===== config.mk =====
export PLATFORM = sky130hd
export DESIGN_NAME = fp_accum_seq
export DESIGN_NICKNAME = d
export VERILOG_FILES = /design/src/rtl/fp_accum_seq.sv
export SDC_FILE = /design/constraint.sdc
export NUM_CORES = 1
export LEC_CHECK = 0
export ABC_CLOCK_PERIOD_IN_PS = 3450
export CAP_MARGIN = 20
export CORE_ASPECT_RATIO = 0.9
export CORE_MARGIN = 2
export CORE_UTILIZATION = 41
export CTS_CLUSTER_SIZE = 14
export DETAILED_ROUTE_END_ITERATION = 8
export PLACE_DENSITY = 0.86
export SYNTH_ARGS = -nofsm -noshare
export SYNTH_HDL_FRONTEND = slang
export SYNTH_SLANG_ARGS = --single-unit

===== constraint.sdc =====
create_clock -name clk -period 3.45 [get_ports clk]
set_clock_uncertainty 0.05 [all_clocks]
set_input_delay 0.69 -clock clk [delete_from_list [all_inputs] [get_ports clk]]
set_output_delay 0.69 -clock clk [all_outputs]
set_load 0.1 [all_outputs]

===== src/rtl/fp_accum_seq.sv =====
// Streaming accumulator of operand magnitudes using an external combinational fp_adder.
// Handles zero operands, first-operand direct load, sticky overflow lock and result handshake.
module fp_accum_seq #(
  parameter int CNT_W = 8
) (
  input  logic             clk,
  input  logic             rst_n,
  input  logic             in_valid,
  input  logic [31:0]      in_data,
  input  logic             in_last,
  output logic             in_ready,
  output logic [31:0]      add_a,
  output logic [31:0]      add_b,
  input  logic [31:0]      add_sum,
  output logic             out_valid,
  output logic [31:0]      out_data,
  output logic [CNT_W-1:0] out_count,
  input  logic             out_ready,
  output logic             neg_seen,
  output logic             ovf
);

  // state | meaning
  // IDLE  | waiting for the first operand of a stream
  // ACCUM | stream in progress, operands being summed
  // DONE  | result presented, waiting for out_ready
  typedef enum logic [1:0] {IDLE, ACCUM, DONE} state_t;

  localparam logic [31:0]      POS_INF = 32'h7F80_0000;
  localparam logic [CNT_W-1:0] CNT_MAX = '1;

  state_t           state, state_nxt;
  logic [31:0]      acc, acc_nxt;
  logic             acc_nz, acc_nz_nxt;
  logic [CNT_W-1:0] count, count_nxt;
  logic             neg_nxt, ovf_nxt;

  logic        accept;
  logic [31:0] opm;
  logic        op_zero;
  logic        do_load;
  logic        do_add;
  logic        add_ovf;

  assign accept  = in_valid & in_ready;
  assign opm     = {1'b0, in_data[30:0]};
  assign op_zero = (opm[30:23] == 8'h00);
  assign do_load = accept & ~op_zero & ~acc_nz;
  // once overflowed, acc is pinned at +inf and the adder is left idle
  assign do_add  = accept & ~op_zero & acc_nz & ~ovf;
  assign add_ovf = do_add & ((add_sum[30:23] == 8'hFF) | (add_sum[30:23] < acc[30:23]));

  assign add_a = acc;
  assign add_b = do_add ? opm : 32'h0;

  always_ff @(posedge clk) begin
    if (!rst_n) begin
      state    <= IDLE;
      acc      <= 32'h0;
      acc_nz   <= 1'b0;
      count    <= '0;
      neg_seen <= 1'b0;
      ovf      <= 1'b0;
    end else begin
      state    <= state_nxt;
      acc      <= acc_nxt;
      acc_nz   <= acc_nz_nxt;
      count    <= count_nxt;
      neg_seen <= neg_nxt;
      ovf      <= ovf_nxt;
    end
  end

  always_comb begin
    state_nxt  = state;
    acc_nxt    = acc;
    acc_nz_nxt = acc_nz;
    count_nxt  = count;
    neg_nxt    = neg_seen;
    ovf_nxt    = ovf;
    in_ready   = (state != DONE);
    out_valid  = (state == DONE);
    case (state)
      IDLE, ACCUM: begin
        if (accept) begin
          state_nxt = in_last ? DONE : ACCUM;
          count_nxt = (count == CNT_MAX) ? count : count + 1'b1;
          neg_nxt   = neg_seen | in_data[31];
          if (do_load) begin
            acc_nxt    = opm;
            acc_nz_nxt = 1'b1;
          end
          if (do_add) begin
            acc_nxt = add_ovf ? POS_INF : add_sum;
            ovf_nxt = ovf | add_ovf;
          end
        end
      end
      DONE: begin
        if (out_ready) begin
          state_nxt  = IDLE;
          acc_nxt    = 32'h0;
          acc_nz_nxt = 1'b0;
          count_nxt  = '0;
          neg_nxt    = 1'b0;
          ovf_nxt    = 1'b0;
        end
      end
      default: state_nxt = IDLE;
    endcase
  end

  assign out_data  = out_valid ? acc : 32'h0;
  assign out_count = out_valid ? count : '0;

endmodule


# After elaboration in Yosys (flattened, before gate mapping)
# Cells that the tools add are included.
[totals] register_bits=45 inputBits=69 output_inout_bits=108
[op_classes] n_addsub=1 order_cmp=1 eq_ne=11 muxes=26 n_bitwise=12 n_reduce_logical=10
[op_table] op="2-to-1 mux 32 bit" n=6
[op_table] op="case mux 32 bit (2 select lines)" n=1
[op_table] op="2-to-1 mux 8 bit" n=4
[op_table] op="2-to-1 mux 31 bit" n=1
[op_table] op="== test 8 bit, second input constant" n=2
[op_table] op="case mux 8 bit (2 select lines)" n=1
[op_table] op="AND reduction 4 bit" n=4
[op_table] op="!= test 2 bit, second input constant" n=5
[op_table] op="adder 8 x 1 -> 8 bit, second input constant" n=1
[op_table] op="zero test 8 bit" n=1
[op_table] op="less-than comparator 8 bit" n=1
[op_table] op="bitwise AND 1 bit" n=6
[op_table] op="2-to-1 mux 1 bit" n=6
[op_table] op="2-to-1 mux 2 bit" n=3
[op_table] op="case mux 1 bit (2 select lines)" n=3
[op_table] op="case mux 2 bit (2 select lines)" n=1
[op_table] op="!= test 3 bit, second input constant" n=1
[op_table] op="NOT 1 bit" n=3
[op_table] op="bitwise OR 1 bit" n=3
[op_table] op="AND reduction 3 bit" n=1
[op_table] op="== test 2 x 1 -> 1 bit, second input constant" n=1
[op_table] op="== test 2 bit, second input constant" n=1
[op_table] op="zero test 2 bit" n=1
[op_table] op="!= test 2 x 1 -> 1 bit, second input constant" n=1
[op_table] op="3 further kinds" n=3

# Longest topological paths before layout
[depth] word_depth=10 ltp_mapped=8 depth_no_buf=7

# Worst setup path after synthesis
# No wires, ideal clock.
[synth_timing] path_kind="reg-to-output" startpoint="register state[1]" endpoint="output port out_count[0]" arrival_ns=2.577 t_required_ns=2.710 path_slack_ns=0.133 path_stages_with_launch=5 path_cell_list="dfxtp_1 nor2b_1 buf_2 clkbuf_1 and2_1"
[synth_via] elab_chain_len=2
[synth_lines] element="start, declared" line="32" text="state_t state, state_nxt;"
[synth_lines] element="start signal, assigned" line="65" text="state <= state_nxt;"
[synth_lines] element="== test 2 bit" line="82" text="out_valid = (state == DONE);"
[synth_lines] element="named net out_valid" line="15" text="output logic out_valid,"
[synth_lines] element="2-to-1 mux 8 bit" line="114" text="assign out_count = out_valid ? count : '0;"
[synth_lines] element="end, declared" line="17" text="output logic [CNT_W-1:0] out_count,"
# The timed path passes the listed nets, and every way through them passes these cells.

# Final worst setup path
[layout_timing] startpoint="input port in_data[23]" endpoint="output port add_b[25]"
[layout_via] elab_chain_len=6
[layout_lines] element="start, declared" line="9" text="input logic [31:0] in_data,"
[layout_lines] element="zero test 8 bit" line="47" text="assign op_zero = (opm[30:23] == 8'h00);"
[layout_lines] element="NOT 1 bit" line="50" text="assign do_add = accept & ~op_zero & acc_nz & ~ovf;"
[layout_lines] element="bitwise AND 1 bit (3 in series)" line="50"
[layout_lines] element="2-to-1 mux 31 bit" line="54" text="assign add_b = do_add ? opm : 32'h0;"
[layout_lines] element="end, declared" line="13" text="output logic [31:0] add_b,"
# No other way between the ends.

==> summary.md <==
| Metric | Value |
|---|---|
| Worst Setup End Kind | `output port` |
| Pin count of the biggest net entering global routing | `50` |
| Sinks on Clock Net | `45` |
| Static leakage power | `2.06 nW` |
| Critical path launch point type | `input pin` |
| Number of vias after detailed routing | `3536` |
| Number of synthesis warnings | `0` |
| Area taken by flip-flops and latches | `901 um2` |
| Clock period minus worst slack | `3.33 ns` |
| Core box area | `7110 um2` |
| TritonCTS clock tree | `built` |
| Final net count | `628` |
| Total count of hold-check failures in the final report | `0` |
| Routed wire per std cell | `roughly 17 um` |
| Leftover overflow at the end of global routing | `0` |
| Number of remaining DRC errors | `0` |
| Synth Net Count | `465` |
| Max-capacitance violation count | `0` |
| Setup fix buffers added after clock tree synthesis | `0` |
| Area share of the largest cell type after synthesis | `0.298` |
| Num rows | `29` |
| # hold bufs at CTS | `0` |
| WL final | `10.7 mm` |
| Count of input and output buffers | `175` |
| Number of antenna diodes | `0` |
| Register-to-register path setup slack | `0.92 ns` |
| Crit path max fanout | `30` |
| Worst setup path class | `input pin to output port` |
| Power Dens Cells | `349 nW/um2` |
| Detailed placer's ending HPWL | `7.82 mm` |
| Number of DRC markers in iteration 0 | `183` |
| Cell area after synthesis | `just over 3000 um2` |
| Unrepaired setup endpoints after global routing | `no` |
| Total met2 wirelength after detailed routing | `approximately 5.6 mm` |
| Insertion delay of the later-clocked pin in the worst-skew pair | `about 0.29 ns` |
| Cells after Synth | `roughly 390` |
| Setup violation total in the final timing report | `0` |
| Run status | `finished clean` |
| Ratio of cells with drive above 1 in the final layout | `0.230` |
| Reg-to-reg startpoint | `add_a[30]$_SDFFE_PN0P_` |
| Commonest cells after routing, fill and taps aside | `clkdlybuf4s50_1 (86), and2_1 (65), buf_4 (64)` |
| Maximum clock frequency | `about 300 MHz` |
| Detailed-routed wire length on met3 | `788 um` |
| Clock slew at reported path FFs | `0.09 ns` |
| Number of distinct library cell variants in the gate-level netlist after synthesis | `44` |
| Placement Setup Slack | `-0.158 ns` |
| Count of cells along the worst register-to-register path | `8` |
| Total CTS buffers | `5` |
| Post-Route M1 WL | `4.28 mm` |
| Max rail drop VDD | `0.000205 V` |
| Effective utilization at floorplan | `0.425` |
| Hold Crit Class | `flop to flop` |
| Slew headroom | `0.339` |
| Height of the chip | `between 80 and 90 um` |
| Post-synth EDFFs | `0` |
| Most frequent standard cell in the layout excluding fill and tap cells | `clkdlybuf4s50_1` |
| Deepest level of the CTS H-tree | `2` |
| Via count of the first global-routing pass | `3430` |
| Maximum clock path buffer count | `2` |
| Per-instance average area after synthesis | `7.79 um2` |
| Cells resized by post-CTS repair | `1` |
| Share of the clock period used by the worst path after layout | `0.966` |
| Width of the die | `94.5 um` |
| Final GP Congestion | `between 0.8 and 0.9` |
| Register area share after synthesis | `0.298` |
| Number of fill cells | `563` |
| Wire length of the first global-routing pass | `~17 mm` |
| Leading post-synthesis cells by cell area | `dfxtp_1 (30%), and2_1 (13%), nand4_1 (5.4%)` |
| Die Outline Area | `8080 um2` |
| Number of detailed-routing iterations run before antenna repair | `4` |
| Number of antenna violations at the first check in global routing | `0` |
| Number of register bits inferred by synthesis | `45` |
| Flip-flop cell with the highest count after synthesis | `dfxtp_1` |
| Reg-to-Reg End | `add_a[3]$_SDFFE_PN0P_` |
| Global-route usage over all layers | `0.260` |
| Worst Hold Path Cells | `2` |
| Number of ports placed on the die boundary | `between 150 and 200` |
| Pins over their slew limit | `0` |
| Transition time at the pin with the least slew margin | `~1 ns` |
| Multi-input logic area | `~1900 um2` |
| Area grow syn2layout | `70.7%` |
| Antenna violation net count after detailed routing | `0` |
| Worst Setup Slack, final | `0.116 ns` |
| Worst-case hold slack | `0.422 ns` |
| Cell taking the most area after synthesis | `dfxtp_1` |
| End point of the most critical hold path | `add_a[31]$_SDFFE_PN0P_` |
| Data required time of the worst path | `2.71 ns` |
| Highest Signal Layer | `met4` |
| Buffer cell driving the clock tree root | `clkbuf_8` |
| Arrival @ worst endpoint | `about 2.6 ns` |
| Async set or reset register ratio after synthesis | `0` |
| Hold Startpoint | `add_a[31]$_SDFFE_PN0P_` |
| Via/cell ratio | `5.48` |
## area by class of cell
cell class                      count  area share
Sequential cell                    45       0.175
Timing Repair Buffer              189       0.411
Multi-Input combinational cell    298       0.365
Clock inverter                      2     0.00267
Inverter                           12     0.00873
Tap cell                           93      0.0225
Clock buffer                        6      0.0160
## worst max path at each step
stage / from / to / slack (ns)
2_1_floorplan: state[1]$_SDFFE_PN0P_ / out_count[0] / 0.13
6_report: in_data[23] / add_b[25] / 0.12
4_1_cts: in_data[23] / add_b[25] / 0.13
5_1_grt: in_data[27] / add_b[25] / 0.03
3_3_place_gp: in_data[23] / add_b[22] / -0.13
3_5_place_dp: in_data[23] / add_b[14] / -0.16
## stage by stage
stage / setup TNS, ns / cells / util / area, um2 / total power [mW]
floorplan: 0 / 388 / - / 3020 / 1.19
global route: 0 / 645 / 0.726 / 5160 / 1.88
CTS: 0 / 645 / 0.726 / 5160 / 1.81
detailed placement: -3.72 / 636 / 0.711 / 5050 / 1.46
global placement: -3.79 / 636 / 0.711 / 5050 / 1.45
finish: 0 / 645 / 0.726 / 5160 / 1.80
## where the power goes
group          switching (mW)  internal (mW)
combinational           0.601          0.273
sequential             0.0305          0.554
clock                   0.180          0.163
## state kept, by name, indices dropped and copies added (netlist names)
name and cells:
acc_nz 1, add_a 32, count 8, neg_seen 1, ovf 1, state 2
## synth_stat cells (2+ instances only)
cell type and instances:
and2_1 65, dfxtp_1 45, nand2_1 32, nand3_1 27
nand4_1 26, and3_1 24, a31oi_1 23, nor2_1 21
nor3_1 13, buf_2 12, clkbuf_1 12, inv_1 10
o21ai_0 10, a21oi_1 9, o2bb2ai_1 9, ha_1 8
buf_6 7, xnor2_1 5, inv_2 2, nand2b_4 2
nand3b_1 2, nor4_4 2
## layer usage
| layer | track usage | vias to the layer above |
|---|---|---|
| li1 | - | 1697 |
| met1 | 0.319 | 1665 |
| met2 | 0.482 | 168 |
| met3 | 0.0391 | 6 |
| met4 | 0.0474 | 0 |
| met5 | 0 | - |
## critical path, cell delays in order
cell             delay, ns
clkdlybuf4s50_1       0.54
nor4_4                0.09
a21o_1                0.26
nor2_4                0.55
and2_1                0.27
buf_12                0.18
## cells by family (layout without fill, tap and decap cells)
group / Yosys count / after routing / share of synthesized area
other: 1 / 1 / 0.00124
buffers and inverters: 46 / 209 / 0.0844
XOR/XNOR: 5 / 5 / 0.0145
AND/OR/NAND/NOR: 223 / 224 / 0.422
AO/OA/AOI/OAI: 60 / 60 / 0.147
adder cells (fa/ha/maj): 8 / 8 / 0.0331
flip-flops: 45 / 45 / 0.298
Note: power is estimated with default switching activity, not from simulation.
